<file path="config.mk">
export PLATFORM = sky130hd
export DESIGN_NAME = alu_seq_flat
export DESIGN_NICKNAME = d
export VERILOG_FILES = /design/src/rtl/alu_seq_if.sv /design/src/rtl/alu_seq.sv /design/src/flat_wrapper.sv
export SDC_FILE = /design/constraint.sdc
export NUM_CORES = 1
export LEC_CHECK = 0
export ABC_AREA = 1
export BUFFER_PORTS_ARGS = -buffer_cell sky130_fd_sc_hd__buf_4
export CAP_MARGIN = 20
export CORE_MARGIN = 2
export CORE_UTILIZATION = 34
export CTS_BUF_LIST = sky130_fd_sc_hd__clkbuf_4 sky130_fd_sc_hd__clkbuf_8
export DETAILED_ROUTE_END_ITERATION = 6
export HOLD_SLACK_MARGIN = 0.02
export SYNTH_ARGS = -nofsm -noshare
export SYNTH_HDL_FRONTEND = slang
export SYNTH_SLANG_ARGS = --single-unit
</file>
<file path="constraint.sdc">
create_clock -name clk -period 5 [get_ports clk]
set_input_delay 0.5 -clock clk [delete_from_list [all_inputs] [get_ports clk]]
set_output_delay 0.5 -clock clk [all_outputs]
set_load 0.03 [all_outputs]
</file>
<file path="src/rtl/alu_seq_if.sv">
// Execute-stage ALU bundle: operands and op code in,
// registered result plus start/busy/done handshake out.
interface alu_seq_if #(
  parameter int DATA_W = 32
);
  logic              start;
  logic [3:0]        Operation;
  logic [DATA_W-1:0] SrcA;
  logic [DATA_W-1:0] SrcB;
  logic [DATA_W-1:0] ALUResult;
  logic              Zero;
  logic              busy;
  logic              done;

  modport master (
    output start, Operation, SrcA, SrcB,
    input  ALUResult, Zero, busy, done
  );

  modport slave (
    input  start, Operation, SrcA, SrcB,
    output ALUResult, Zero, busy, done
  );
endinterface

</file>
<file path="src/rtl/alu_seq.sv">
// Multi-cycle ALU: single-cycle logic/arith/compare,
// iterative one-bit-per-cycle shifter for SLL/SRL/SRA.
module alu_seq #(
  parameter int DATA_W  = 32,
  parameter int SHAMT_W = $clog2(DATA_W)
) (
  input logic   clk,
  input logic   reset,
  alu_seq_if.slave bus
);
  localparam logic [3:0] OP_AND = 4'b0000;
  localparam logic [3:0] OP_OR  = 4'b0001;
  localparam logic [3:0] OP_ADD = 4'b0010;
  localparam logic [3:0] OP_SUB = 4'b0011;
  localparam logic [3:0] OP_SLL = 4'b0100;
  localparam logic [3:0] OP_SRL = 4'b0101;
  localparam logic [3:0] OP_SRA = 4'b0111;
  localparam logic [3:0] OP_EQ  = 4'b1000;
  localparam logic [3:0] OP_SLT = 4'b1100;

  typedef enum logic [1:0] {
    IDLE  = 2'd0,
    SHIFT = 2'd1,
    DONE  = 2'd2
  } state_t;

  state_t             state, state_nxt;
  logic [DATA_W-1:0]  work, work_nxt;
  logic [SHAMT_W-1:0] cnt;
  logic [SHAMT_W-1:0] shamt;
  logic [3:0]         op;
  logic [DATA_W-1:0]  alu_val;
  logic [DATA_W-1:0]  result;
  logic               zero;
  logic               is_shift;
  logic               go_shift;
  logic               last;
  logic               unused;

  assign shamt    = bus.SrcB[SHAMT_W-1:0];
  assign unused   = ^bus.SrcB[DATA_W-1:SHAMT_W];
  assign is_shift = (bus.Operation == OP_SLL)
                 || (bus.Operation == OP_SRL)
                 || (bus.Operation == OP_SRA);
  assign go_shift = is_shift && (shamt != '0);
  assign last     = (cnt == SHAMT_W'(1));

  always_comb begin
    alu_val = '0;
    case (bus.Operation)
      OP_AND:  alu_val = bus.SrcA & bus.SrcB;
      OP_OR:   alu_val = bus.SrcA | bus.SrcB;
      OP_ADD:  alu_val = bus.SrcA + bus.SrcB;
      OP_SUB:  alu_val = bus.SrcA - bus.SrcB;
      OP_SLL,
      OP_SRL,
      OP_SRA:  alu_val = bus.SrcA;
      OP_EQ:   alu_val = DATA_W'(bus.SrcA == bus.SrcB);
      OP_SLT:  alu_val = DATA_W'($signed(bus.SrcA)
                                 < $signed(bus.SrcB));
      default: alu_val = '0;
    endcase
  end

  always_comb begin
    work_nxt = work;
    case (op)
      OP_SLL:  work_nxt = {work[DATA_W-2:0], 1'b0};
      OP_SRL:  work_nxt = {1'b0, work[DATA_W-1:1]};
      OP_SRA:  work_nxt = {work[DATA_W-1], work[DATA_W-1:1]};
      default: work_nxt = work;
    endcase
  end

  always_ff @(posedge clk or posedge reset) begin
    if (reset) state <= IDLE;
    else       state <= state_nxt;
  end

  always_comb begin
    state_nxt = state;
    case (state)
      IDLE:
        if (bus.start)
          state_nxt = go_shift ? SHIFT : DONE;
      SHIFT:
        if (last) state_nxt = DONE;
      DONE:    state_nxt = IDLE;
      default: state_nxt = IDLE;
    endcase
  end

  always_comb begin
    bus.busy = (state != IDLE);
    bus.done = (state == DONE);
  end

  // The visible result only moves at a result load,
  // never with the intermediate working register.
  always_ff @(posedge clk or posedge reset) begin
    if (reset) begin
      work   <= '0;
      cnt    <= '0;
      op     <= '0;
      result <= '0;
      zero   <= 1'b1;
    end else begin
      case (state)
        IDLE:
          if (bus.start) begin
            if (go_shift) begin
              work <= bus.SrcA;
              cnt  <= shamt;
              op   <= bus.Operation;
            end else begin
              result <= alu_val;
              zero   <= (alu_val == '0);
            end
          end
        SHIFT: begin
          work <= work_nxt;
          cnt  <= cnt - SHAMT_W'(1);
          if (last) begin
            result <= work_nxt;
            zero   <= (work_nxt == '0);
          end
        end
        default: ;
      endcase
    end
  end

  assign bus.ALUResult = result;
  assign bus.Zero      = zero;
endmodule

</file>
<file path="src/flat_wrapper.sv">
// flat-port wrapper written by rule: the top's interface ports become plain ports
module alu_seq_flat 
#(
  parameter int DATA_W  = 32,
  parameter int SHAMT_W = $clog2(DATA_W)
)
  (clk, reset, bus_start, bus_Operation, bus_SrcA, bus_SrcB, bus_ALUResult, bus_Zero, bus_busy, bus_done);
  alu_seq_if #(.DATA_W(DATA_W)) bus_i ();
  input logic clk;
  input logic reset;
  input wire logic [$bits(bus_i.start)-1:0] bus_start;
  input wire logic [$bits(bus_i.Operation)-1:0] bus_Operation;
  input wire logic [$bits(bus_i.SrcA)-1:0] bus_SrcA;
  input wire logic [$bits(bus_i.SrcB)-1:0] bus_SrcB;
  output wire logic [$bits(bus_i.ALUResult)-1:0] bus_ALUResult;
  output wire logic [$bits(bus_i.Zero)-1:0] bus_Zero;
  output wire logic [$bits(bus_i.busy)-1:0] bus_busy;
  output wire logic [$bits(bus_i.done)-1:0] bus_done;
  assign bus_i.start = bus_start;
  assign bus_i.Operation = bus_Operation;
  assign bus_i.SrcA = bus_SrcA;
  assign bus_i.SrcB = bus_SrcB;
  assign bus_ALUResult = bus_i.ALUResult;
  assign bus_Zero = bus_i.Zero;
  assign bus_busy = bus_i.busy;
  assign bus_done = bus_i.done;
  alu_seq #(.DATA_W(DATA_W), .SHAMT_W(SHAMT_W)) u_core (.clk(clk), .reset(reset), .bus(bus_i));
endmodule
</file>
==> flow_summary_export.csv <==
group,metric,value,unit
global_routing,antenna_found_initial,0,
logic_synthesis,synth_ff_type,"dfrtp_1",
worst_setup_path,path_common_cell,"inv_2",
floorplan,pin_count,106,
logic_synthesis,async_flop_share,100,%
timing,finClkSkew,16.8,ps
worst_setup_path,crit_buf_inv,4,
timing,setup_tns,0,ps
global_routing,overflow,0,
timing,period_share,63.4,%
timing,worst_slew_pin_slew,983,ps
worst_setup_path,crit_chain,"inv_1 -> nor2_2 -> buf_4 -> inv_2 -> o22ai_1 -> nand2_1 -> inv_2 -> o211ai_1 -> o21a_1",
floorplan,num_rows,64,
clock_network,cts-resized-gates,0,
worst_setup_path,critPathLaunch,"u_core.state[0]",
worst_setup_path,critPathKind,"reg2reg",
power,leakage,0.00659,µW
floorplan,core_area,30600,µm²
route,wl_per_cell,18.9,µm
clock_network,clock_latency,380,ps
logic_synthesis,synth_area_leaders,"nand2_1 (20%), dfrtp_1 (18%), inv_1 (13%)",
min_path,hold_class,"in2async",
global_routing,track_usage,25.9,%
timing,fin_hold_ws,83.7,ps
global_routing,grt_pass1_vias,11200,
place,dp_hpwl,35100,µm
floorplan,die_w,180,µm
worst_setup_path,critPathTopFamily,"buffers and inverters",
logic_synthesis,yosysSeqAreaShare,18.0,%
timing,setup_ws,1830,ps
route,final_antenna_net_count,0,
final_layout,final_cells,2309,
logic_synthesis,syn-num-nets,2022,
worst_setup_path,endpoint_kind,"flop",
worst_setup_path,r2r-start,"u_core.state[0]",
final_layout,antenna_cells,0,
timing,final-max-slew-violation-count,0,
worst_setup_path,r2r_end,"u_core.bus.ALUResult[4]",
floorplan,fp.dieArea,32500,µm²
worst_setup_path,critical_path_depth,9,
logic_synthesis,post-synth-top-area-cell,"nand2_1",
clock_network,numClockSinks,76,
timing,period_minus_slack,3170,ps
logic_synthesis,avgSynthCellArea,5.72,µm²
worst_setup_path,crit_fanout,54,
power,ir_drop,0.000208,V
clock_network,cts-root-buf,"clkbuf_8",
route,routed_wl,43600,µm
worst_setup_path,start_kind,"flop",
global_routing,grt_pass1_wl,65300,µm
job,cap_violations,0,
logic_synthesis,synth_top_area_share,20.2,%
final_layout,fin_util,38.7,%
route,post_drt_via_cell_ratio,5.29,
logic_synthesis,synth_edf_count,0,
power,p_per_area,350,nW/µm²
logic_synthesis,ys_ff_latch,76,
logic_synthesis,synth_area,10600,µm²
logic_synthesis,ys_warn_count,0,
route,firstDrtPassIters,6,
worst_setup_path,crit_end,"u_core.bus.ALUResult[4]",
route,drcViolationCount,0,
place,io_buffers,105,
timing,rsz0062_at_grt,"no",
clock_network,htreeDepth,3,
route,vias,12200,
clock_network,clockBufferDepth,2,
worst_setup_path,required,5260,ps
final_layout,layout-drive-gt1-share,8.26,%
worst_setup_path,reg2reg_depth,9,
outcome,run_status,"finished clean",
clock_network,cts_tree,"built",
worst_setup_path,crit_slowest_cell,"inv_2",
timing,max_freq,0.315,GHz
floorplan,die_height,180,µm
clock_network,numCtsBuffers,9,
worst_setup_path,r2r_slack,1830,ps
final_layout,final_nets,2082,
place,finalWeightedCongestion,1.01,
logic_synthesis,synth.distinct_cells,45,
timing,relSlewSlack,34.5,%
worst_setup_path,worstPathArrival,3430,ps
logic_synthesis,syn_inst,1848,
final_layout,area_growth,12.0,%
place,dp_slack,1540,ps
timing,setup_viol,0,
global_routing,grt_max_degree,77,
clock_network,post_cts_buffers,0,
place,place_inst,2291,
route,first_iter_violations,1450,
floorplan,initial_core_util,34.6,%
clock_network,holdBufCountCts,0,
worst_setup_path,slowest_delay,860,ps
clock_network,clkTransAtPathRegs,100,ps
timing,hold_viol,0,
-- through the flow --
| stage | area, µm² | power, µW |
|---|---|---|
| after global routing | 11800 | 4440 |
| after global placement | 11600 | 3600 |
| after CTS | 11800 | 4100 |
| after floorplan | 10600 | 2800 |
| after detailed placement | 11600 | 3620 |
| final | 11800 | 4150 |
-- synthesized netlist by cell type, types with 3 or more instances --
master	instances
a21boi_0	4
a21oi_1	73
a221oi_1	5
a31oi_1	29
and3_1	6
buf_2	32
buf_4	6
buf_6	3
clkbuf_1	24
dfrtp_1	75
ha_1	101
inv_1	359
inv_2	6
nand2_1	570
nand3_1	144
nand3b_1	3
nand4_1	20
nor2_1	203
nor2_2	6
nor3_1	11
nor4_1	6
o211ai_1	6
o21ai_0	45
o21bai_1	6
o221ai_1	47
o22ai_1	35
-- placed cells by master (no fill, tap or decap), types with 3 or more instances in the layout --
cell type    n
inv_1      358
nor2_2       6
a31oi_1     29
o211ai_1     6
nand3_1    143
nand3b_1     3
ha_1       101
nor2_4       3
nand4_1     20
nand2_1    570
clkbuf_8     9
o21ai_0     45
a21oi_1     73
nor3_1      11
inv_6        3
o22ai_1     35
a221oi_1     5
buf_4      115
and3_1       6
o221ai_1    47
dfrtp_1     75
nor2_1     202
inv_2        6
a21boi_0     4
nor4_1       6
o21bai_1     6
-- per-layer routing --
layer | GRT usage [%] | wire length, µm | vias to the layer above
met4 | 9.94 | 1770 | 0
met2 | 40.2 | 18800 | 592
met5 | 0 | 0 | -
li1 | - | - | 5983
met3 | 4.18 | 3640 | 82
met1 | 35.9 | 19400 | 5568
-- worst reg2reg max path, delay by kind of cell (launching register included) --
kind	cells	cell delay, ps
buffers and inverters	4	1450
flip-flops	1	350
AO/OA/AOI/OAI	3	760
AND/OR/NAND/NOR	2	520
-- registers in the layout, indices dropped and copies added, names as in the netlist --
register,count
u_core.bus.ALUResult,32
u_core.work,32
u_core.cnt,5
u_core.op,4
u_core.state,2
u_core.bus.Zero,1
-- cells by family after synthesis --
| kind of cell | Yosys count | synth area share [%] |
|---|---|---|
| AND/OR/NAND/NOR | 976 | 37.8 |
| buffers and inverters | 433 | 16.2 |
| AO/OA/AOI/OAI | 259 | 15.6 |
| adder cells (fa/ha/maj) | 103 | 12.3 |
| flip-flops | 76 | 18.0 |
| XOR/XNOR | 1 | 0.0829 |
-- power by group --
part	internal [µW]	switching (µW)
clock	188	285
combinational	836	1760
sequential	899	182
-- layout make-up --
class | instances | area, µm²
clock buffer | 9 | 124
multi-input combinational | 1339 | 6970
clock inverter | 7 | 57.6
fill | 3455 | 18800
sequential | 76 | 1900
tap | 396 | 495
timing repair buffer | 117 | 918
inverter | 365 | 1370
-- worst min path at each step --
stage | cells past startpoint | end | from | slack [ps]
floorplan | 2 | u_core.op[2] | u_core.op[2] | 440
global placement | 2 | u_core.op[2] | u_core.op[2] | 460
detailed placement | 2 | u_core.bus.ALUResult[27] | u_core.bus.ALUResult[27] | 480
CTS | 3 | u_core.work[29] | bus_SrcA[29] | 430
global route | 3 | u_core.bus.ALUResult[27] | reset | 90
finish | 3 | u_core.bus.ALUResult[27] | reset | 80
No activity file was read; power rests on OpenSTA's default activity.
